## src/rtl/muldiv_unit.sv

```systemverilog
// ============================================================================
// Module      : muldiv_unit
// Description : Radix-2 iterative MIPS MULT/MULTU/DIV/DIVU into HI/LO with a
//               start/busy/done handshake. Optional MULDIV_FAST_MUL_EN selects
//               a single-cycle combinational multiply.
// Revision    : 1.0 - initial release
// ============================================================================
`default_nettype none

module muldiv_unit #(
    parameter int ITERS = 32
) (
    input  logic        clk,
    input  logic        rst_n,
    input  logic        start,
    input  logic [1:0]  op,
    input  logic [31:0] A,
    input  logic [31:0] B,
    input  logic        wr_hi,
    input  logic        wr_lo,
    input  logic [31:0] wdata,
    output logic        busy,
    output logic        done,
    output logic [31:0] hi,
    output logic [31:0] lo
);

    localparam int c_CNT_W = $clog2(ITERS + 1);

    typedef enum logic [1:0] {
        S_IDLE = 2'd0,
        S_RUN  = 2'd1,
        S_FIX  = 2'd2
    } state_t;

    state_t               r_state;
    state_t               w_next_state;
    logic [c_CNT_W-1:0]   r_cnt;
    logic [63:0]          r_acc;
    logic [31:0]          r_operand;
    logic [31:0]          r_a_orig;
    logic                 r_is_div;
    logic                 r_neg_q;
    logic                 r_neg_r;
    logic                 r_done;
    logic [31:0]          r_hi;
    logic [31:0]          r_lo;

    logic [31:0]          w_a_mag;
    logic [31:0]          w_b_mag;
    logic [32:0]          w_mul_sum;
    logic [63:0]          w_mul_next;
    logic [32:0]          w_div_shift;
    logic [32:0]          w_div_diff;
    logic [63:0]          w_div_next;
    logic [63:0]          w_prod_fix;
    logic [31:0]          w_quo_fix;
    logic [31:0]          w_rem_fix;
    logic                 w_div_zero;

    assign w_a_mag = (op[0] && A[31]) ? -A : A;
    assign w_b_mag = (op[0] && B[31]) ? -B : B;

    // Multiply: acc = {partial product, remaining multiplier bits}.
    assign w_mul_sum  = {1'b0, r_acc[63:32]} + (r_acc[0] ? {1'b0, r_operand} : 33'd0);
    assign w_mul_next = {w_mul_sum, r_acc[31:1]};

    // Divide: acc = {remainder, dividend bits shifting out / quotient bits in}.
    assign w_div_shift = {r_acc[63:32], r_acc[31]};
    assign w_div_diff  = w_div_shift - {1'b0, r_operand};
    assign w_div_next  = w_div_diff[32] ? {w_div_shift[31:0], r_acc[30:0], 1'b0}
                                        : {w_div_diff[31:0],  r_acc[30:0], 1'b1};

    assign w_prod_fix = r_neg_q ? -r_acc : r_acc;
    assign w_quo_fix  = r_neg_q ? -r_acc[31:0] : r_acc[31:0];
    assign w_rem_fix  = r_neg_r ? -r_acc[63:32] : r_acc[63:32];
    assign w_div_zero = (r_operand == 32'd0);

    always_ff @(posedge clk or negedge rst_n) begin
        if (!rst_n) begin
            r_state <= S_IDLE;
        end else begin
            r_state <= w_next_state;
        end
    end

    always_comb begin
        w_next_state = r_state;
        case (r_state)
            S_IDLE: begin
                if (start) begin
`ifdef MULDIV_FAST_MUL_EN
                    w_next_state = op[1] ? S_RUN : S_FIX;
`else
                    w_next_state = S_RUN;
`endif
                end
            end
            S_RUN: begin
                if (r_cnt == c_CNT_W'(ITERS - 1)) begin
                    w_next_state = S_FIX;
                end
            end
            S_FIX:   w_next_state = S_IDLE;
            default: w_next_state = S_IDLE;
        endcase
    end

    always_ff @(posedge clk or negedge rst_n) begin
        if (!rst_n) begin
            r_cnt     <= '0;
            r_acc     <= '0;
            r_operand <= '0;
            r_a_orig  <= '0;
            r_is_div  <= 1'b0;
            r_neg_q   <= 1'b0;
            r_neg_r   <= 1'b0;
            r_done    <= 1'b0;
            r_hi      <= '0;
            r_lo      <= '0;
        end else begin
            r_done <= 1'b0;
            case (r_state)
                S_IDLE: begin
                    if (wr_hi) r_hi <= wdata;
                    if (wr_lo) r_lo <= wdata;
                    if (start) begin
                        r_is_div  <= op[1];
                        r_neg_q   <= op[0] & (A[31] ^ B[31]);
                        r_neg_r   <= op[0] & A[31];
                        r_a_orig  <= A;
                        r_cnt     <= '0;
                        r_operand <= op[1] ? w_b_mag : w_a_mag;
`ifdef MULDIV_FAST_MUL_EN
                        r_acc     <= op[1] ? {32'd0, w_a_mag}
                                           : ({32'd0, w_a_mag} * {32'd0, w_b_mag});
`else
                        r_acc     <= {32'd0, (op[1] ? w_a_mag : w_b_mag)};
`endif
                    end
                end
                S_RUN: begin
                    r_acc <= r_is_div ? w_div_next : w_mul_next;
                    r_cnt <= r_cnt + 1'b1;
                end
                S_FIX: begin
                    r_done <= 1'b1;
                    if (!r_is_div) begin
                        {r_hi, r_lo} <= w_prod_fix;
                    end else if (w_div_zero) begin
                        // Divide by zero reports the untouched dividend.
                        r_hi <= r_a_orig;
                        r_lo <= 32'hFFFF_FFFF;
                    end else begin
                        r_hi <= w_rem_fix;
                        r_lo <= w_quo_fix;
                    end
                end
                default: ;
            endcase
        end
    end

    assign busy = (r_state != S_IDLE);
    assign done = r_done;
    assign hi   = r_hi;
    assign lo   = r_lo;

endmodule

`default_nettype wire

```

## config.mk

```make
export PLATFORM = sky130hd
export DESIGN_NAME = muldiv_unit
export DESIGN_NICKNAME = d
export VERILOG_FILES = /design/src/rtl/muldiv_unit.sv
export SDC_FILE = /design/constraint.sdc
export NUM_CORES = 1
export LEC_CHECK = 0
export ABC_AREA = 1
export BUFFER_PORTS_ARGS = -buffer_cell sky130_fd_sc_hd__buf_2
export CAP_MARGIN = 30
export CORE_MARGIN = 10
export CORE_UTILIZATION = 35
export DETAILED_ROUTE_END_ITERATION = 8
export GPL_TIMING_DRIVEN = 0
export PLACE_DENSITY = 0.47
export SLEW_MARGIN = 10
export SYNTH_ARGS = -nofsm -noshare
export SYNTH_HDL_FRONTEND = slang
export SYNTH_SLANG_ARGS = --single-unit
```

## constraint.sdc

```tcl
create_clock -name clk -period 2.61 [get_ports clk]
set_input_delay 0.3915 -clock clk [delete_from_list [all_inputs] [get_ports clk]]
set_output_delay 0.3915 -clock clk [all_outputs]
set_load 0.1 [all_outputs]
```

==> key figures, run 1 <==
Routing
  – Wirelength per Cell: 24.70 um
  – WL met1: 50320 um
  – Final wirelength: 112600 um
  – Vias per cell: 5.506
  – Total number of vias: 25100
  – Iter 0 DRT Violations: 2763
  – DRC viols: 0
  – DRT antenna net count: 0
  – WL met3: 10200 um
  – Pre-Repair DR Iteration Count: 8
  – Top Metal Used: met4
  – WL met2: 48110 um

Clock network
  – CTS tree: yes
  – Num CTS Buffers: 26
  – Clk Latency, worst-skew pair: 0.59 ns
  – CTS Buffer Depth: 3
  – Clock transition at path regs: 0.06 ns
  – H-tree Lvls: 1
  – CTS root buf: clkbuf_16
  – TritonCTS Sinks: 204

Layout
  – Area growth syn-to-layout: 25.34%
  – Fill cells: 6341
  – Fraction of layout cells with a size suffix above 1: 18.67%
  – Final nets: 3950

Job
  – Max cap viols: 0

STA
  – Post-Route Setup TNS: -0.2259 ns
  – Final Cycle Share: 101.8%
  – Hold WS: 0.1187 ns
  – F_max: 376.4 MHz
  – Slew margin rel.: 24.81%
  – # setup viols final: 9
  – Fin crit period: 2.657 ns
  – Max Slew Vio Count: 0
  – RSZ-0062 raised after global routing: yes
  – Worst-Margin Slew: 1.128 ns
  – Setup ws final: -0.04668 ns
  – Clk_skew: 0.03426 ns
  – Hold Vio Cnt, Final: 0

Critical path
  – Worst setup EP type: flip-flop
  – Crit-path max FO: 8
  – Arr. time, crit path: 3.10 ns
  – Crit Path Class: reg -> reg
  – CP required: 3.06 ns
  – Startpoint Class: flip-flop

Synth
  – Yosys cell types: 51
  – FFs w/ async S/R, synth: 100.0%
  – Post-synth top cells: 1171 x nand2_1, 419 x nor2_1, 418 x inv_1, 330 x nand3_1, 221 x a21oi_1
  – Most common cell in the netlist: nand2_1
  – Syn avg cell area: 5.821 um^2
  – Ys flop type: dfrtp_1
  – Yosys top cell area share: 25.00%
  – Post-synthesis cell area: 0.02042 mm^2
  – Number of synthesized flops with an enable pin: 0
  – Yosys reg bits: 204
  – Synth area leader: dfrtp_1
  – Synth Instances: 3508
  – Sequential fraction of the synthesis area: 25.00%
  – Ranking of synthesized cells by area: dfrtp_1 25%, nand2_1 22%, nand3_1 8.1%
  – Yosys warnings: 0
  – Syn Nets: 3682

Floorplanning
  – Area of the core: 0.05770 mm^2
  – I/O pins: 169
  – Initial Util: 35.39%
  – Row count: 88
  – Die Area: 0.06840 mm^2
  – Die width: 261.5 um
  – Die height: 261.5 um

Global route
  – Vias in the first global route: 23300
  – GRT Overall Usage: 31.61%
  – GR Overflow Total: 0
  – Pin count of the biggest net entering global routing: 85
  – First-pass GRT wire length: 159400 um
  – Initial antenna violation count: 2

Status
  – Run status: finished, violations left
  – Failing checks: setup timing

Placed design
  – Gp weighted congestion: 1.032
  – IO buf count: 167
  – Placement Setup Slack: -0.9538 ns
  – HPWL Detailed: 92620 um

Worst hold path
  – Worst min-delay path class: in -> reg
[registers in the layout, summed over array words and instances, names as in the netlist]
| signal | flops |
|---|---|
| done | 1 |
| hi | 32 |
| lo | 32 |
| r_a_orig | 32 |
| r_acc | 64 |
| r_cnt | 6 |
| r_is_div | 1 |
| r_neg_q | 1 |
| r_neg_r | 1 |
| r_operand | 32 |
| r_state | 2 |
[critical path, cell delays in order, from the launching register on]
cell	delay, ns
dfrtp_1	0.49
inv_1	0.10
ha_1	0.35
nand2_1	0.20
nor2_2	0.09
nand2_2	0.08
clkinv_1	0.07
nand2_2	0.06
nand2_2	0.07
nand2_4	0.15
nand2_4	0.09
nand2_4	0.10
nand2_8	0.12
buf_8	0.16
nand2_1	0.11
nand3_4	0.13
nand2_1	0.13
nand2_1	0.05
[final timing paths]
check | startpoint | endpoint | slack [ns] | depth (start not counted)
worst min register to register | lo[22] | lo[22] | 0.49 | 2
worst min-delay path | wdata[10] | lo[10] | 0.12 | 3
min in group asynchronous | rst_n | r_acc[53] | 0.32 | 2
max in group asynchronous | rst_n | r_acc[23] | 1.45 | 3
worst max-delay path | r_operand[8] | r_acc[58] | -0.05 | 17
worst max register to register | r_operand[8] | r_acc[58] | -0.05 | 17
[layout by cell type, fill, tap and decap left out, types with 15 or more instances in the layout]
cell	synthesis	routed
nand2_1	1171	1083
inv_1	418	397
nor2_1	419	379
nand3_1	330	298
a21oi_1	221	201
buf_2	21	187
o21ai_0	176	165
dfrtp_1	204	156
clkbuf_1	84	83
nand2_2	11	80
xor2_1	73	72
buf_4	2	64
nand4_1	49	49
dfrtp_2	0	42
ha_4	0	40
inv_2	17	36
o21ai_1	26	31
clkbuf_16	0	29
nor2_2	10	28
o211ai_1	26	26
nor2_4	2	24
nand3_2	11	23
nor3_1	24	20
nand3_4	0	20
nand2_4	2	19
a21oi_2	2	17
ha_1	69	16
xnor2_1	18	15
nand3b_1	15	15
[per-layer routing]
metal / up-vias / global-route usage (%)
met1: 12060 / 44.94
met2: 1106 / 47.08
li1: 11780 / -
met4: 0 / 11.17
met3: 158 / 5.650
met5: - / 0
[per-stage QoR]
step	area [um^2]	utilization, %	instances
after floorplan	20420	-	3508
after global placement	22210	38.50	4440
after detailed placement	22280	38.61	4442
after CTS	24400	42.30	4534
after global routing	25590	44.36	4558
final	25590	44.36	4559
[cells by family (layout without fill, tap and decap cells)]
kind of cell,after synthesis,in the layout,share of synthesized area (%)
buffers and inverters,561,846,10.68
AOI/OAI and AO/OA,520,520,14.03
other,0,1,0
xor gates and xnor gates,91,91,3.903
DFF,204,204,25.00
adders and majority gates,71,71,4.424
and+or+nand+nor,2061,2061,41.96
[layout make-up]
class | instances | area (um^2) | area share, %
inverter | 438 | 1650 | 6.448
clock inverter | 8 | 151.4 | 0.5915
tap | 765 | 957.2 | 3.740
multi-input combinational | 2743 | 14760 | 57.66
timing repair buffer | 240 | 1562 | 6.101
sequential | 204 | 5180 | 20.24
antenna | 1 | 2.502 | 0.009778
buffer | 123 | 611.8 | 2.391
clock buffer | 37 | 721.9 | 2.821
[timing repair]
item | 4_1_cts | 5_1_grt
hold buffers | 1 | 0
hold endpoints to repair | 43 | 0
gates resized for setup | 225 | 244
setup endpoints to repair | 53 | 82
setup buffers | 44 | 21
gates cloned | 2 | 3
pin swaps | 19 | 61
Power of run 1 is left out: the tool's default activity adds up to more than one toggle a clock period on the data nets, which glitch-free logic cannot reach.
==> inputs of run 2 (changes only) <==
SKIP_LAST_GASP = 1   (was unset)
==> run 2 against run 1 <==
  * The run still ends with setup timing left
  * Final area increased by 0.19%
  * Worst hold slack about the same
  * Die area unchanged
  * Sequential cell count unchanged
  * Fmax increased by 0.11%
  * Final cell count increased by 0.20%
  * Global-route usage about the same
  * Critical endpoint is now lo[14]
  * Largest cell class unchanged
==> key figures, run 2 (synthesis results as in run 1) <==
Status
  – Run status: finished, violations left
  – Failing checks: setup timing

Critical path
  – CP required: 3.05 ns
  – Startpoint Class: flip-flop
  – Setup slack, reg-to-reg: -0.04 ns
  – Crit-path max FO: 10
  – Arr. time, crit path: 3.09 ns
  – Worst setup EP type: flip-flop
  – Worst-case reg-to-reg path depth: 6
  – Crit Path Class: reg -> reg
  – Reg2reg start: r_neg_q
  – Crit Reg-Reg Endpoint: lo[14]

Layout
  – Commonest cells after routing, fill and taps aside: 1088 x nand2_1, 395 x inv_1, 381 x nor2_1
  – Final nets: 3957
  – Reg area: 0.005185 mm^2
  – Fraction of layout cells with a size suffix above 1: 18.74%
  – Area of the multi-input gates: 0.01474 mm^2
  – Commonest non-fill, non-tap cell in the layout: nand2_1
  – Area growth syn-to-layout: 25.58%
  – Number of flip-flops under the largest register name: 64
  – Largest reg by FF count: r_acc
  – Fill cells: 6351
  – Fin util: 44.44%

Global route
  – GR Overflow Total: 0
  – GRT Overall Usage: 31.58%
  – First-pass GRT wire length: 159300 um
  – Initial antenna violation count: 2
  – Vias in the first global route: 23300
  – Pin count of the biggest net entering global routing: 85

Worst hold path
  – Worst hold start: wdata[10]
  – Worst hold path depth: 3
  – WHS Endpoint: lo[10]
  – Worst min-delay path class: in -> reg

STA
  – Hold WS: 0.1185 ns
  – # setup viols final: 7
  – Worst-Margin Slew: 1.147 ns
  – Setup ws final: -0.04388 ns
  – Final Cycle Share: 101.7%
  – Slew margin rel.: 23.52%
  – Fin crit period: 2.654 ns
  – Clk_skew: 0.03349 ns
  – Hold Vio Cnt, Final: 0
  – F_max: 376.8 MHz
  – RSZ-0062 raised after global routing: yes
  – Max Slew Vio Count: 0
  – Post-Route Setup TNS: -0.1704 ns

Floorplanning
  – Die Area: 0.06840 mm^2
  – Initial Util: 35.39%
  – Die height: 261.5 um
  – I/O pins: 169
  – Row count: 88
  – Area of the core: 0.05770 mm^2
  – Die width: 261.5 um

Clock network
  – Clock transition at path regs: 0.06 ns
  – Num CTS Buffers: 26
  – TritonCTS Sinks: 204
  – CTS Buffer Depth: 3
  – Clk Latency, worst-skew pair: 0.59 ns
  – H-tree Lvls: 1
  – CTS root buf: clkbuf_16
  – CTS tree: yes

Placed design
  – IO buf count: 167
  – Gp weighted congestion: 1.032
  – HPWL Detailed: 92620 um

Routing
  – Total number of vias: 25190
  – DRT antenna net count: 0
  – DRC viols: 0
  – Final wirelength: 112800 um
  – Wirelength per Cell: 24.69 um
  – Iter 0 DRT Violations: 2814
  – Vias per cell: 5.514
  – Pre-Repair DR Iteration Count: 6

Job
  – Max cap viols: 0
run 2: changes by cell type in the layout (fill, tap and decap cells not counted), moves of 2 or more:
cell	delta
buf_4	+7
ha_2	-2
diode_2	+2
inv_2	+2
nand2_4	-3
dfrtp_1	-2
nand2_1	+5
nor2_1	+2
inv_1	-2
nand2_2	-2
ha_4	+3
run 2: worst max path at each step:
stage	start	endpoint	slack (ns)	cells after the start
2_1_floorplan	r_acc[0]	r_acc[62]	0.32	19
3_3_place_gp	rst_n	r_a_orig[10]	-2.62	1
3_5_place_dp	r_acc[0]	r_acc[59]	-0.95	18
4_1_cts	r_acc[0]	r_acc[59]	-0.09	17
5_1_grt	r_acc[0]	r_acc[59]	-0.22	17
6_report	r_neg_q	lo[14]	-0.04	6
run 2: area by class of cell:
| class | count | share of cell area (%) |
|---|---|---|
| plain buffers | 123 | 2.381 |
| inverters | 438 | 6.436 |
| flip-flops and latches | 204 | 20.22 |
| diodes | 3 | 0.02928 |
| clock buffers | 37 | 2.816 |
| multi-input cells | 2743 | 57.50 |
| repair buffers | 247 | 6.295 |
| clock inverters | 8 | 0.5904 |
| well taps | 765 | 3.733 |
run 2: critical path, stage by stage (launching register included):
cell and delay (ns):
dfrtp_1 0.32, buf_2 0.21, clkbuf_1 0.69, clkbuf_2 0.49
a21oi_1 0.13, o21ai_0 0.54, a21oi_1 0.13
run 2: metrics by stage:
| step | cell area, um^2 | cells | worst slack, ns |
|---|---|---|---|
| floorplan | 20420 | 3508 | 0.3246 |
| global placement | 22210 | 4440 | -2.615 |
| detailed placement | 22280 | 4442 | -0.9538 |
| CTS | 24380 | 4534 | -0.09462 |
| global route | 25630 | 4565 | -0.2249 |
| finish | 25640 | 4568 | -0.04388 |
run 2: layer usage:
metal	GRT usage, %	share of wire (%)	up-vias
met5	0	0	-
met1	44.91	44	12080
met3	5.650	9.6	170
met4	11.03	3.7	0
met2	47.09	43	1154
li1	-	-	11790
run 2: timing repair:
| action | in CTS | in global routing |
|---|---|---|
| hold buffers | 1 | 0 |
| setup endpoints to repair | 53 | 79 |
| endpoints found under the hold margin | 43 | 0 |
| gates resized for setup | 220 | 243 |
| pin swaps | 19 | 68 |
| gates cloned | 2 | 3 |
| setup buffers | 44 | 28 |
Power of run 2 is left out for the same reason.
